<file path="src/rtl/mem_arbiter.sv">
// mem_arbiter: shares one memory bus between the fetch port (imem) and the
// load/store port (dmem). Each port owns a one-entry request buffer, data wins
// arbitration unless fetch has been starved STARVE_MAX times, and iflush
// cancels fetches that became stale after a redirect.

package mem_arbiter_pkg;
  typedef struct packed {
    logic        mem_valid;
    logic        mem_instr;
    logic [31:0] mem_addr;
    logic [31:0] mem_wdata;
    logic [3:0]  mem_wstrb;
  } mem_in_type;

  typedef struct packed {
    logic        mem_ready;
    logic [31:0] mem_rdata;
  } mem_out_type;
endpackage

module mem_arbiter
  import mem_arbiter_pkg::*;
#(
  parameter int STARVE_MAX = 4
) (
  input  logic        rst,
  input  logic        clk,
  input  mem_in_type  imem_in,
  output mem_out_type imem_out,
  input  mem_in_type  dmem_in,
  output mem_out_type dmem_out,
  input  logic        iflush,
  output mem_in_type  mem_in,
  input  mem_out_type mem_out,
  output logic        overrun
);

  typedef enum logic [1:0] {IDLE, BUSY_I, BUSY_D} state_t;

  localparam logic [2:0] STARVE_LIM = 3'(STARVE_MAX);

  state_t     state_q, state_d;
  mem_in_type pend_i_q, pend_i_d;
  mem_in_type pend_d_q, pend_d_d;
  mem_in_type mem_in_q, mem_in_d;
  logic [2:0] starve_q, starve_d;
  logic       kill_q, kill_d;
  logic       overrun_q, overrun_d;

  logic bus_rdy;
  logic i_inflight;
  logic i_done;
  logic d_done;
  logic i_free;
  logic d_free;
  logic issue;

  function automatic logic [2:0] sat_inc3(input logic [2:0] v);
    return (v == 3'd7) ? v : v + 3'd1;
  endfunction

  assign bus_rdy = mem_out.mem_ready;
  // pend_i describes the transaction on the bus only while a fetch is in
  // flight and has not been killed; after a flush it holds the redirect target.
  assign i_inflight = (state_q == BUSY_I) && !kill_q;
  assign i_done     = (state_q == BUSY_I) && bus_rdy;
  assign d_done     = (state_q == BUSY_D) && bus_rdy;
  // A buffer accepts a new request when empty or emptying this cycle.
  assign i_free     = !pend_i_q.mem_valid || iflush || (i_inflight && bus_rdy);
  assign d_free     = !pend_d_q.mem_valid || d_done;
  // A new grant may be made from IDLE or in the completing cycle of a transfer.
  assign issue      = (state_q == IDLE) || bus_rdy;

  // Next-state: buffer capture/free, flush handling, arbitration and bus load.
  always_comb begin
    state_d   = state_q;
    pend_i_d  = pend_i_q;
    pend_d_d  = pend_d_q;
    mem_in_d  = mem_in_q;
    starve_d  = starve_q;
    kill_d    = kill_q;
    overrun_d = overrun_q;

    if (iflush || (i_inflight && bus_rdy)) pend_i_d.mem_valid = 1'b0;
    if (d_done) pend_d_d.mem_valid = 1'b0;

    if (imem_in.mem_valid) begin
      if (i_free) begin
        pend_i_d           = imem_in;
        pend_i_d.mem_valid = 1'b1;
      end else begin
        overrun_d = 1'b1;
      end
    end

    if (dmem_in.mem_valid) begin
      if (d_free) begin
        pend_d_d           = dmem_in;
        pend_d_d.mem_valid = 1'b1;
      end else begin
        overrun_d = 1'b1;
      end
    end

    // The kill flag lives only as long as the in-flight fetch it suppresses.
    if ((state_q == BUSY_I) && !bus_rdy) kill_d = kill_q || iflush;
    else                                 kill_d = 1'b0;

    if (issue) begin
      if (pend_d_d.mem_valid && !(pend_i_d.mem_valid && (starve_q == STARVE_LIM))) begin
        state_d  = BUSY_D;
        mem_in_d = pend_d_d;
        starve_d = pend_i_d.mem_valid ? sat_inc3(starve_q) : 3'd0;
      end else if (pend_i_d.mem_valid) begin
        state_d            = BUSY_I;
        mem_in_d           = pend_i_d;
        mem_in_d.mem_instr = 1'b1;
        starve_d           = 3'd0;
      end else begin
        state_d  = IDLE;
        mem_in_d = '0;
        starve_d = 3'd0;
      end
    end else if (!pend_i_d.mem_valid) begin
      starve_d = 3'd0;
    end
  end

  // Port responses are combinational from the bus; rdata is zeroed when not ready.
  always_comb begin
    imem_out = '0;
    dmem_out = '0;
    if (i_done && !kill_q && !iflush) begin
      imem_out.mem_ready = 1'b1;
      imem_out.mem_rdata = mem_out.mem_rdata;
    end
    if (d_done) begin
      dmem_out.mem_ready = 1'b1;
      dmem_out.mem_rdata = mem_out.mem_rdata;
    end
  end

  assign mem_in  = mem_in_q;
  assign overrun = overrun_q;

  // State registers with synchronous active-low reset.
  always_ff @(posedge clk) begin
    if (!rst) begin
      state_q   <= IDLE;
      pend_i_q  <= '0;
      pend_d_q  <= '0;
      mem_in_q  <= '0;
      starve_q  <= 3'd0;
      kill_q    <= 1'b0;
      overrun_q <= 1'b0;
    end else begin
      state_q   <= state_d;
      pend_i_q  <= pend_i_d;
      pend_d_q  <= pend_d_d;
      mem_in_q  <= mem_in_d;
      starve_q  <= starve_d;
      kill_q    <= kill_d;
      overrun_q <= overrun_d;
    end
  end

endmodule
</file>
<file path="config.mk">
export PLATFORM = sky130hd
export DESIGN_NAME = mem_arbiter
export DESIGN_NICKNAME = d
export VERILOG_FILES = /design/src/rtl/mem_arbiter.sv
export SDC_FILE = /design/constraint.sdc
export NUM_CORES = 1
export LEC_CHECK = 0
export BUFFER_PORTS_ARGS = -buffer_cell sky130_fd_sc_hd__buf_2
export CELL_PAD_IN_SITES_DETAIL_PLACEMENT = 0
export CELL_PAD_IN_SITES_GLOBAL_PLACEMENT = 1
export CORE_MARGIN = 1.5
export CORE_UTILIZATION = 30
export DETAILED_ROUTE_END_ITERATION = 6
export PLACE_DENSITY_LB_ADDON = 0.1
export RECOVER_POWER = 25
export SYNTH_ARGS = -nofsm -noshare
export SYNTH_HDL_FRONTEND = slang
export SYNTH_SLANG_ARGS = --single-unit
</file>
<file path="constraint.sdc">
create_clock -name clk -period 2.3 [get_ports clk]
set_clock_uncertainty 0.1 [all_clocks]
set_input_delay 0.23 -clock clk [delete_from_list [all_inputs] [get_ports clk]]
set_output_delay 0.23 -clock clk [all_outputs]
set_load 0.05 [all_outputs]
</file>
# Word level (Yosys, flattened, before mapping)
# Index checks and enable logic that the tools add are counted.
# classes
addsub	1
n_eq_ne	6
n_mux	21
n_reduce_logical	25
# ops
cell	count
2-to-1 mux 70 bit	6
2-to-1 mux 33 bit	2
2-to-1 mux 3 bit	5
logical AND 1 bit	9
2-to-1 mux 1 bit	7
equality test 3 bit (second input constant)	2
zero test 1 bit	6
logical OR 1 bit	6
AND reduction 2 bit	3
adder 3 x 1 -> 3 bit (second input constant)	1
!= test 3 bit (second input constant)	1
equality test 2 x 1 -> 1 bit (second input constant)	1
equality test 2 bit (second input constant)	1
zero test 2 bit	1
2-to-1 mux 2 bit	1
!= test 2 x 1 -> 1 bit (second input constant)	1
# word_totals
regBits	217
input_bits	176
out_inout_bits	137
word_cells	72

# Depth between registers and ports, before layout
# Gate-level depths: netlist (run 1).
# depth
word_depth	12
depth_mapped	8
mapped_depth_nobuf	6

# Worst setup path after synthesis (run 1)
# No wires, ideal clock.
# synth_timing
kind	reg2out
from	reg state_q[1]
to	out imem_out[23] in the netlist's numbering
t_arrival_ns	2.029
t_required_ns	1.970
setup_slack_ns	-0.059
path_stages_with_launch	5
n_path_buf	1
cell_sequence	dfxtp_1 and4bb_4 nor2b_1 clkbuf_1 and2_1
# synth_lines
item	line_no	text
from (decl)	42	state_t state_q, state_d;
from (signal assigned)	157	state_q <= state_d;
to (decl)	29	output mem_out_type imem_out,

==> impl_metrics.toml, run 1 <==
[worst_hold_path]
hold_depth = 3
hp-class = "in2reg"

[route]
vias = 7567
wl_per_cell_um = 15.2
postRouteAntennaNets = 0
vias_per_cell = 4.42
drtIter0Drc = 311
drt-total-wl_um = 26000
remaining_drc_errors = 0
first_pass_iters = 4

[clock_network]
cts_num_sinks = 216
clk_pin_slew_worst_paths_ns = 0.06
htree_levels = 1
clk_latency_ns = 0.51
ctsRootBufferMaster = "clkbuf_16"
numCtsBuffers = 25
tritoncts = "done"
clock_path_buffers = 3

[global_routing]
grt_pass1_wl_um = 39400
gr-usage-all-layers_pct = 16.9
grt_antenna_before_repair = 0
grt_max_degree = 77
grt_pass1_vias = 7284
grt_overflow = 0

[yosys]
ys_top_cells_by_area = "dfxtp_1 51%, mux2i_1 16%, nand2_1 6.2%, a22oi_1 6.1%, and2_1 4.7%"
synth_cell_types = 33
synth_common_cells = "216 x dfxtp_1, 140 x nand2_1, 137 x mux2i_1, 81 x nor2_1, 68 x a22oi_1"
synthesis.area_sq_um = 8430
ys_seq_area_share_pct = 51.3
ys_warn_count = 0
synth-edff-count = 0
synth_cells = 880
synth_nets = 1059
synth_most_common_cell = "dfxtp_1"
synth_top_area_cell = "dfxtp_1"
netlist.area_leader.share_pct = 51.3
synth-seq-cells = 216
synth_ff_type = "dfxtp_1"
syn-mean-instance-area_sq_um = 9.58
synthArstFlopShare_pct = 0

[finish]
final_layout_size_suffix_gt1_share_pct = 23.7
seqCellArea_sq_um = 4330
fillers = 2795
final_cell_area_sq_um = 12800
fin_cells = 1711
syn_to_final_growth_pct = 52.1
antenna_cells = 0
multiInputGateArea_sq_um = 3780
postLayoutCoreUtil_pct = 46.3
nets = 1495

[sta]
slew_violations = 0
finalCritPeriodShare_pct = 98.9
maxSlewHeadroom_pct = 52.8
setup_viol = 0
finalHoldViolations = 0
post-route-min-period_ns = 2.27
worstMarginPinSlew_ns = 0.710
rsz0062_at_grt = "true"
clock.fmax_mhz = 440

[placement]
gp_congestion = 0.699
dp_hpwl_um = 16500
dpl.cell_count = 1522
io_buffers = 311
dpl_cell_area_sq_um = 10400

[critical_path]
worst_setup_path_end_kind = "output port"
path_cells = "and4bb_4 -> nor2b_4 -> buf_12 -> and2_1 -> buf_6"
arrival_ns = 1.94
startpoint_type = "flop"
crit_fanout = 17
required_ns = 1.97
reg2reg_depth = 7
cpMaxStageDelayCell = "dfxtp_2"
cpPeakStageDelay_ns = 0.34
path_class = "reg2out"

[floorplan]
die_width_um = 171
initial_core_util_pct = 30.4
die_h_um = 171
fp.dieArea_sq_um = 29100
io_pins = 313
rows = 61
core-area_sq_um = 27700

[pwr]
seq_power_share_pct = 42.1
peakVddDrop_mv = 0.527
swShare_pct = 28.4
power_frac_comb_pct = 18.3
clock_power_share_pct = 39.6
p_int_uw = 6990
p_per_area_nw_per_um2 = 761
leakagePower_uw = 0.00573
p_sw_uw = 2770

[run]
drv_cap = 0

[outcome]
status = "completed"
-- cells by family after synthesis --
logic type | Yosys count | share of synthesized area [%]
adder cells (fa/ha/maj) | 3 | 0.445
buffers and inverters | 73 | 4.45
flip-flops | 216 | 51.3
multiplexers | 137 | 16.3
AND/OR/NAND/NOR | 298 | 15.8
AO/OA/AOI/OAI | 153 | 11.8
-- layer usage --
layer	GRT usage, %	wire (um)
met5	0	0
met4	3.66	467
met2	28.4	11800
met1	22.4	12300
met3	3.47	1410
-- registers in the layout, indices dropped and copies added (netlist names) --
signal,cells
kill_q,1
mem_in,70
overrun,1
pend_d_q,70
pend_i_q,69
starve_q,3
state_q,2
-- through the flow --
stage                     TNS (ns)  total power (uW)  setup WS, ns  hold WS (ns)
after global routing        -0.742             10200       -0.0439        0.0314
after detailed placement         0              5810         0.321         0.354
final                            0              9760        0.0250        0.0266
after global placement           0              5800         0.326         0.353
after CTS                        0              9930        0.0173       0.00825
after floorplan                  0              5290         0.212         0.266
-- worst max-delay path: cells and delay by family (launching register included) --
family,cells,cell delay (ns)
simple gates,3,0.75
flops,1,0.34
buf+inv,2,0.34
-- what timing repair did --
action	4_1_cts	5_1_grt
setup endpoints to repair	65	32
endpoints found under the hold margin	210	0
buffers inserted	2	0
gates resized for setup	35	38
hold buffers	141	0
pin swaps	2	0
gates cloned	0	2
-- area by class of cell --
class | count | area share, %
sequential | 216 | 33.7
multi-input combinational | 591 | 29.4
timing repair buffer | 475 | 26.7
clock buffer | 35 | 5.71
tap | 378 | 3.69
clock inverter | 9 | 0.575
inverter | 7 | 0.205
-- path summary, 6_finish.rpt --
kind	from	slack [ns]	end
max reg2reg	state_q[0]$_SDFFE_PN0P_	0.27	mem_in[37]$_SDFFE_PN0P_
min	rst	0.03	pend_d_q[3]$_SDFF_PN0_
max	state_q[1]$_SDFFE_PN0P_	0.03	imem_out[22]
min reg2reg	pend_d_q[24]$_SDFF_PN0_	0.36	pend_d_q[24]$_SDFF_PN0_
-- cell usage in the layout (no fill, tap or decap), types with 2 or more instances in the layout --
| cell | n |
|---|---|
| a32oi_1 | 2 |
| dlygate4sd3_1 | 141 |
| and2_4 | 2 |
| nand2b_1 | 2 |
| buf_4 | 11 |
| and2_1 | 62 |
| a211oi_1 | 2 |
| a21oi_1 | 5 |
| nand2_1 | 139 |
| clkbuf_16 | 26 |
| ha_1 | 3 |
| a31oi_1 | 3 |
| mux2i_1 | 137 |
| buf_6 | 33 |
| clkbuf_1 | 75 |
| nand3_1 | 2 |
| nor2_1 | 81 |
| o21ai_0 | 53 |
| buf_2 | 205 |
| dfxtp_1 | 215 |
| inv_1 | 6 |
| clkbuf_8 | 7 |
| clkinv_2 | 7 |
| buf_12 | 11 |
| a22oi_1 | 68 |
| o21ai_1 | 15 |
-- power by group through the flow --
stage               Sequential (uW)  Combinational (uW)  Clock (uW)
floorplan                      4540                 752           0
global placement               4190                1610           0
detailed placement             4190                1610           0
CTS                            4110                1820        3990
global route                   4140                1920        4140
finish                         4110                1780        3870
No activity file was read; power rests on OpenSTA's default activity.
==> run 2, diff against run 1 <==
Settings changed: BUFFER_PORTS_ARGS -buffer_cell sky130_fd_sc_hd__buf_2 to -buffer_cell sky130_fd_sc_hd__buf_4, SETUP_SLACK_MARGIN set to 0.4.
==> run 2 against run 1 <==
Against the previous run: highest routed layer unchanged; sequential share of layout area down 7.6 points; largest cell class is now buffers; wire length up 27%; critical path type unchanged; hold slack better by 0.034 ns.
==> impl_metrics.toml, run 2 (same netlist as run 1, synthesis figures left out) <==
[pwr]
power_uw = 11000
p_per_area_nw_per_um2 = 664
leakagePower_uw = 0.00671
peakVddDrop_mv = 0.501

[critical_path]
worst_setup_path_end_kind = "output port"
timing.rr.start = "state_q[0]$_SDFFE_PN0P_"
startpoint_type = "flop"
required_ns = 1.97
arrival_ns = 1.96
worstSetupStartpoint = "state_q[1]$_SDFFE_PN0P_"
path_class = "reg2out"
crit_fanout = 9

[sta]
finalHoldViolations = 0
maxSlewHeadroom_pct = 32.4
slew_violations = 0
worstMarginPinSlew_ns = 1.01
setup_viol = 0
setup_slack_ns = 0.0115
post-route-min-period_ns = 2.29
finalCritPeriodShare_pct = 99.5
rsz0062_at_grt = "true"
clock.fmax_mhz = 437

[route]
drt-total-wl_um = 33000
remaining_drc_errors = 0
first_pass_iters = 5
wl_met3_um = 1540
postRouteAntennaNets = 0
vias = 8283
wl_per_cell_um = 18.5
drtIter0Drc = 402
wl_met1_um = 15200
top_layer_used = "met4"
vias_per_cell = 4.64
wl_met2_um = 15800

[finish]
antenna_cells = 0
fillers = 2390
nets = 1569
fin_cells = 1786
postLayoutCoreUtil_pct = 59.9
final_common_cell = "dfxtp_1"
syn_to_final_growth_pct = 96.9
final_cell_mix = "214 x dfxtp_1, 178 x buf_4, 139 x nand2_1, 139 x dlygate4sd3_1, 85 x mux2i_4"
final_layout_size_suffix_gt1_share_pct = 42.0

[floorplan]
rows = 61
core-area_sq_um = 27700
fp.dieArea_sq_um = 29100
die_h_um = 171
initial_core_util_pct = 30.4
io_pins = 313
die_width_um = 171

[placement]
gp_congestion = 0.764
dp_hpwl_um = 16500
preCtsSetupSlack_ns = 0.331
io_buffers = 311
dpl.cell_count = 1519

[clock_network]
clock_path_buffers = 3
tritoncts = "done"
htree_levels = 1
ctsRootBufferMaster = "clkbuf_16"
clk_latency_ns = 0.52
cts_num_sinks = 216
clk_pin_slew_worst_paths_ns = 0.06
numCtsBuffers = 26

[global_routing]
grt_max_degree = 139
grt_pass1_vias = 8044
grt_overflow = 0
gr-usage-all-layers_pct = 20.1
grt_pass1_wl_um = 45500
grt_antenna_before_repair = 0

[worst_hold_path]
hp-class = "in2reg"
min_from = "dmem_in[24]"

[outcome]
status = "completed"

[run]
drv_cap = 0
-- run 2: cell types whose count changed in the layout (fill, tap and decap cells not counted), moves of 62 or more --
cell     before  now
and2_1       62    0
buf_2       205    0
buf_4        11  178
buf_8         1   70
mux2i_1     137   37
mux2i_4       0   85
-- run 2: final timing paths --
check                             to  slack (ns)  cells past startpoint
max                     imem_out[27]        0.01                      6
min          pend_d_q[24]$_SDFF_PN0_        0.06                      4
max reg2reg  mem_in[11]$_SDFFE_PN0P_        0.07                     12
min reg2reg  pend_d_q[15]$_SDFF_PN0_        0.37                      2
-- run 2: final cells by class --
cell class              count  area, sq um  area share [%]
clock buffers              41          798            4.81
clock inverters             5         50.0           0.301
inverters                   7         38.8           0.234
multi-input cells         591         5260            31.7
flip-flops and latches    216         4330            26.1
well taps                 378          473            2.85
repair buffers            548         5650            34.0
-- run 2: repair_timing --
action                                 in CTS  in global routing
gates resized for setup                   174                380
cloned                                     17                 17
pin swaps                                  33                 71
hold buffers                              139                  0
endpoints found under the hold margin     208                  0
setup endpoints to repair                 137                243
setup buffers                              30                 18
-- run 2: where the power goes --
group	internal [uW]	switching (uW)	leakage (uW)
registers	4020	125	0.00178
clock network	2470	1570	0.000421
logic	1350	1490	0.00451
-- run 2: metal layers --
| metal | up-vias | GRT usage [%] |
|---|---|---|
| li1 | 4057 | - |
| met1 | 3987 | 26.7 |
| met2 | 205 | 34.1 |
| met3 | 34 | 3.91 |
| met4 | 0 | 3.66 |
| met5 | - | 0 |
-- run 2: stage by stage --
stage / TNS (ns) / area (sq um) / hold WS (ns)
finish: 0 / 16600 / 0.0602
detailed placement: 0 / 11200 / 0.357
CTS: 0 / 14600 / 0.00256
global placement: 0 / 11200 / 0.352
global route: -1.26 / 16600 / 0.0481
floorplan: 0 / 8480 / 0.266
-- run 2: worst max-delay path, cell delays in order (launching register included) --
cell and delay, ns:
dfxtp_4 0.34, and4bb_4 0.33, nor2b_4 0.21, buf_6 0.12
buf_8 0.12, and2_2 0.17, buf_6 0.16
